### config.mk
export PLATFORM = sky130hd
export DESIGN_NAME = slow2fast_sync
export DESIGN_NICKNAME = d
export VERILOG_FILES = /design/src/rtl/slow2fast_sync.sv
export SDC_FILE = /design/constraint.sdc
export NUM_CORES = 1
export LEC_CHECK = 0
export CORE_UTILIZATION = 42
export DETAILED_ROUTE_END_ITERATION = 7
export PLACE_DENSITY = 0.73
export RECOVER_POWER = 100
export SLEW_MARGIN = 20
export SYNTH_ARGS = -nofsm -noshare
export SYNTH_HDL_FRONTEND = slang
export SYNTH_SLANG_ARGS = --single-unit
export TNS_END_PERCENT = 1
### constraint.sdc
create_clock -name clk -period 1.72 [get_ports clk]
set_clock_uncertainty 0.1 [all_clocks]
set_input_delay 0.172 -clock clk [delete_from_list [all_inputs] [get_ports clk]]
set_output_delay 0.172 -clock clk [all_outputs]
set_load 0.05 [all_outputs]
### src/rtl/slow2fast_sync.sv
// Brings a slow, asynchronous level into the clk domain and reports its edges.
// Latency: sig2 follows sig1 after SYNC_STAGES edges; pulses one edge later; edge_cnt one edge after that.
// Backpressure: none; the source must hold each sig1 level for at least SYNC_STAGES+1 cycles.
module slow2fast_sync #(
    parameter int   SYNC_STAGES = 2,
    parameter logic RESET_VAL   = 1'b0
) (
    input  logic        clk,
    input  logic        rst,
    input  logic        sig1,
    output logic        sig2,
    output logic        rise_pulse,
    output logic        fall_pulse,
    output logic        edge_pulse,
    output logic [15:0] edge_cnt
);

    logic [SYNC_STAGES-1:0] sync_q;
    logic                   hist_q;

    // Plain flop-to-flop chain: nothing may sit between sig1 and sync_q[0] or between stages.
    always_ff @(posedge clk) begin
        if (rst) begin
            sync_q <= {SYNC_STAGES{RESET_VAL}};
        end else begin
            sync_q <= {sync_q[SYNC_STAGES-2:0], sig1};
        end
    end

    assign sig2 = sync_q[SYNC_STAGES-1];

    // hist_q resets to the same level as the chain so reset release never looks like an edge.
    always_ff @(posedge clk) begin
        if (rst) begin
            hist_q     <= RESET_VAL;
            rise_pulse <= 1'b0;
            fall_pulse <= 1'b0;
            edge_cnt   <= 16'h0000;
        end else begin
            hist_q     <= sig2;
            rise_pulse <= sig2 & ~hist_q;
            fall_pulse <= ~sig2 & hist_q;
            edge_cnt   <= edge_cnt + {15'd0, edge_pulse};
        end
    end

    assign edge_pulse = rise_pulse | fall_pulse;

endmodule

==> flow_summary.json, run 1 <==
{
  "cts_inserted_buffers": 3,
  "grtUsageMet2_pct": 30.5,
  "yosysTopAreaCell": "dfxtp_1",
  "busiest_layer": "met2",
  "tightest_slew_ps": 602,
  "p_leak_nw": 0.546,
  "antenna_cells": 0,
  "cts_tree": "yes",
  "ioPinCount": 23,
  "die_y_um": 48.4,
  "antenna_found_initial": 0,
  "grt_use_total_pct": 18.3,
  "crit_arrival_ps": 1820,
  "tns_ps": 0,
  "fp.dieW_um": 48.4,
  "r2r-start": "rise_pulse",
  "path_clk_slew_ps": 120,
  "post_drt_wl_per_cell_um": 12.6,
  "place_worst_setup_slack_ps": -22.1,
  "cts_buffer_depth": 2,
  "coreArea_um2": 2000,
  "synth.most_common_cell": "dfxtp_1",
  "status": "complete, no violations",
  "vias": 806,
  "start_kind": "flop",
  "rsz0062_at_grt": "yes",
  "max-vdd-ir-drop_v": 0.000448,
  "via_per_inst": 5.20,
  "grt_max_degree": 14,
  "drv_slew": 0,
  "max_cap_violations": 0,
  "synth_area_um2": 906,
  "post-route-drc-count": 0,
  "antenna_left": 0,
  "gr-total-overflow": 0,
  "ys_types": 23,
  "cp.required_ps": 1860,
  "setup_viol": 0,
  "cts_sinks": 21,
  "netlist_instances": 93,
  "dominantRegCellSynth": "dfxtp_1",
  "dieArea_um2": 2350,
  "powerDensity_nw_per_um2": 598,
  "ctsHoldBuffers": 0,
  "syn2layout_area_growth_pct": 42.7,
  "synth-seq-cells": 21,
  "htreeDepth": 1,
  "finalCritPeriodShare_pct": 98.2,
  "wirelength_um": 1960,
  "power.total_mw": 0.773,
  "max_freq_mhz": 592,
  "ys_top_cells_by_area": "dfxtp_1, nor2b_1, mux2_2, ha_1, a21oi_1",
  "async_flop_share_pct": 0,
  "gp_congestion": 0.736,
  "startpoint": "rise_pulse",
  "drt_iter0_markers": 10,
  "min-delay-start": "hist_q",
  "root_buffer": "clkbuf_4",
  "setup_slack_ps": 30.8,
  "io_buffers": 22,
  "synth_common_cells": "dfxtp_1, nor2b_1, nor2_1",
  "clk_latency_ps": 300,
  "max_slew_margin_pct": 60.1,
  "grt_pass1_wl_um": 3350,
  "hpwl_um": 1400,
  "initial_core_util_pct": 45.3,
  "drt_first_pass_iters": 3,
  "row_count": 16,
  "met1_usage_pct": 23.2,
  "drive_gt1_share_pct": 41.4,
  "finalHoldViolations": 0,
  "met3_usage_pct": 3.77,
  "synth_top_area_share_pct": 46.4,
  "avgSynthCellArea_um2": 9.74,
  "fin_nets": 135,
  "synth_edf_count": 0,
  "grt_pass1_vias": 775,
  "crit_fanout": 7,
  "syn_nets": 99,
  "critPathCaptureType": "flop",
  "period_minus_slack_ps": 1690,
  "crit_type": "reg2reg",
  "ys_seq_area_share_pct": 46.4,
  "hold_class": "reg2reg",
  "ys.warnings.count": 0
}
cell families after synthesis:
| logic type | Yosys count | synth area share [%] |
|---|---|---|
| multiplexers | 4 | 4.97 |
| AND/OR/NAND/NOR | 42 | 28.6 |
| AO/OA/AOI/OAI | 14 | 8.84 |
| XOR/XNOR | 3 | 2.90 |
| adder cells (fa/ha/maj) | 3 | 4.14 |
| flip-flops | 21 | 46.4 |
| buffers and inverters | 6 | 4.14 |
flip-flops by register name, summed over array words and instances (netlist names):
signal	count
fall_pulse	1
edge_cnt	16
hist_q	1
rise_pulse	1
sync_q	2
cell type report:
class	count	area [µm²]
inverter	4	15.0
multi-input combinational	66	534
fill	184	709
clock buffer	4	26.3
timing repair buffer	33	253
tap	27	33.8
sequential	21	430
report_power, final:
| group | total, mW | internal, mW | switching [mW] |
|---|---|---|---|
| Combinational | 0.0479 | 0.0173 | 0.0306 |
| Clock | 0.232 | 0.0901 | 0.142 |
| Sequential | 0.493 | 0.489 | 0.00378 |
| Total | 0.773 | 0.597 | 0.176 |
final timing paths:
check	cells past startpoint	slack [ps]	to
worst max-delay path	7	30	edge_cnt[8]
worst min-delay path	1	300	rise_pulse
worst max register to register	7	30	edge_cnt[8]
worst min register to register	1	300	rise_pulse
per-stage QoR:
step	hold WS (ps)	area (µm²)	cells	utilization, %
after floorplan	151	958	93	-
after global placement	290	1210	149	60.3
after detailed placement	291	1210	149	60.3
after CTS	308	1240	153	61.9
after global routing	314	1290	155	64.6
final	304	1290	155	64.6
worst max-delay path, stage by stage, from the launching register on:
cell and delay [ps]:
dfxtp_4 360, or2_4 130, ha_4 140, ha_4 150
nand4_4 140, buf_6 170, or3_1 320, a21oi_2 110
repair_timing:
item / CTS / global route
buffers inserted: 0 / 2
hold endpoints to repair: 0 / 0
endpoints found under the setup margin: 1 / 6
gates resized for setup: 1 / 8
pin swaps: 0 / 2
cells in the final DEF, fill, tap and decap left out:
cell type / instances
o31ai_1: 4
nand4_1: 3
buf_6: 1
nor4_4: 2
nor2b_1: 9
or4_4: 1
or3_1: 2
a21oi_1: 5
dfxtp_2: 2
buf_4: 29
a21oi_2: 2
nor3b_1: 1
ha_1: 1
inv_1: 4
xnor2_1: 1
dlygate4sd3_1: 1
dfxtp_1: 17
or3_2: 1
nand3_1: 3
nand2_1: 3
o21ai_0: 3
dfxtp_4: 2
or4_1: 3
mux2_2: 3
clkdlybuf4s50_1: 1
nand4_4: 2
nor2_1: 8
nor4_1: 2
clkbuf_1: 2
or2_4: 1
ha_4: 2
clkbuf_4: 3
nand3_2: 1
xor2_1: 2
mux2_4: 1
metal layers:
metal	vias to the layer above	part of all wire [%]
met5	-	0
met4	0	0.72
met3	2	3.0
met2	15	48
met1	382	48
li1	407	-
Note: power is estimated with default switching activity, not from simulation.
==> run 2: changes to the inputs <==
--- a/config.mk
+++ b/config.mk
@@ -7,6 +7,7 @@
 export LEC_CHECK = 0
 export CORE_UTILIZATION = 42
 export DETAILED_ROUTE_END_ITERATION = 7
+export MAX_ROUTING_LAYER = met4
 export PLACE_DENSITY = 0.73
 export RECOVER_POWER = 100
 export SLEW_MARGIN = 20
==> run 2 against run 1 <==
  * Count of clock-buffer cells in the layout did not move
  * Fmax rose by 0.18%
  * Largest power group unchanged
  * Global-route usage rose by 0.53 points
  * Via count fell by 0.25%
  * Largest cell class unchanged
  * Non-clock buffer count did not move
  * Combinational power barely moved
  * Register-to-register slack barely moved
==> flow_summary.json, run 2 (synthesized netlist as in run 1, its figures left out) <==
{
  "crit_type": "reg2reg",
  "start_kind": "flop",
  "cts_tree": "yes",
  "final_common_cell": "buf_4",
  "met1_usage_pct": 23.2,
  "ioPinCount": 23,
  "p_leak_nw": 0.546,
  "clk_latency_ps": 300,
  "busiest_layer": "met2",
  "tightest_slew_ps": 601,
  "fin_area_um2": 1290,
  "powerDensity_nw_per_um2": 599,
  "die_y_um": 48.4,
  "max-vdd-ir-drop_v": 0.000447,
  "cts_inserted_buffers": 3,
  "period_minus_slack_ps": 1690,
  "cts_buffer_depth": 2,
  "holdWs_ps": 304,
  "place_area_um2": 1210,
  "max_cap_violations": 0,
  "wirelength_um": 1960,
  "largest-register": "edge_cnt",
  "row_count": 16,
  "antenna_left": 0,
  "hpwl_um": 1400,
  "hold_class": "reg2reg",
  "min-delay-start": "hist_q",
  "max_slew_margin_pct": 60.1,
  "met3_usage_pct": 3.77,
  "drt_iter0_markers": 10,
  "vias": 804,
  "root_buffer": "clkbuf_4",
  "rsz0062_at_grt": "yes",
  "antenna_found_initial": 0,
  "grt_max_degree": 14,
  "finalHoldViolations": 0,
  "gp_congestion": 0.745,
  "gr-total-overflow": 0,
  "initial_core_util_pct": 45.3,
  "io_buffers": 22,
  "fill_cells": 184,
  "post_drt_wl_per_cell_um": 12.7,
  "r2r-start": "rise_pulse",
  "crit_fanout": 7,
  "largest_reg_flops": 16,
  "syn2layout_area_growth_pct": 42.7,
  "dieArea_um2": 2350,
  "grtUsageMet2_pct": 30.5,
  "drt_first_pass_iters": 6,
  "cts_sinks": 21,
  "critPathCaptureType": "flop",
  "fin_nets": 135,
  "via_per_inst": 5.19,
  "drive_gt1_share_pct": 41.4,
  "cp.required_ps": 1860,
  "fp.dieW_um": 48.4,
  "max_freq_mhz": 593,
  "drv_slew": 0,
  "finalCritPeriodShare_pct": 98.0,
  "post-route-drc-count": 0,
  "coreArea_um2": 2000,
  "grt_pass1_vias": 776,
  "reg_top3": "edge_cnt: 16 flops, sync_q: 2 flops",
  "antenna_cells": 0,
  "setup_viol": 0,
  "grt_pass1_wl_um": 3340,
  "htreeDepth": 1,
  "ctsHoldBuffers": 0,
  "layout_common_cells": "buf_4, dfxtp_1, nor2b_1",
  "crit_arrival_ps": 1820,
  "grt_use_total_pct": 18.9,
  "startpoint": "rise_pulse",
  "status": "complete, no violations",
  "path_clk_slew_ps": 120
}
==> run 2: worst max-delay path: stages (launching register included) <==
cell,delay [ps]
dfxtp_4,360
or2_4,130
ha_4,140
ha_4,150
nand4_4,140
buf_6,170
or3_1,320
a21oi_2,110
==> run 2: worst paths after layout <==
check             slack, ps     endpoint  cells after the start
setup / recovery         30  edge_cnt[8]                      7
hold / removal          300   rise_pulse                      1
setup reg to reg         30  edge_cnt[8]                      7
hold reg to reg         300   rise_pulse                      1
==> run 2: timing repair <==
item                       CTS  global route
setup buffers                0             2
hold endpoints to repair     0             0
resized for setup            1             8
pin swaps                    0             2
setup endpoints to repair    1             6
==> run 2: layer usage <==
layer | up-vias | share of wire (%)
met2 | 17 | 47
met5 | - | 0
met1 | 378 | 48
met3 | 2 | 3.4
met4 | 0 | 0.66
li1 | 407 | -
==> run 2: final cells by class <==
class / instances / area (µm²) / area share [%]
multi-input cells: 66 / 534 / 41.3
flip-flops and latches: 21 / 430 / 33.3
repair buffers: 33 / 253 / 19.6
well taps: 27 / 33.8 / 2.61
clock buffers: 4 / 26.3 / 2.03
inverters: 4 / 15.0 / 1.16
==> run 2: through the flow <==
stage	utilization [%]	setup TNS (ps)	setup WS, ps	std cells	power (mW)
finish	64.6	0	34.0	155	0.774
global route	64.6	-117	-38.1	155	0.815
CTS	61.9	0	18.3	153	0.785
detailed placement	60.3	-22.1	-22.1	149	0.553
global placement	60.3	0	29.1	149	0.552
floorplan	-	-1050	-164	93	0.538
==> run 2: power breakdown <==
group          internal [mW]  switching (mW)
Combinational         0.0173          0.0306
Clock                 0.0902           0.143
Sequential             0.489         0.00378
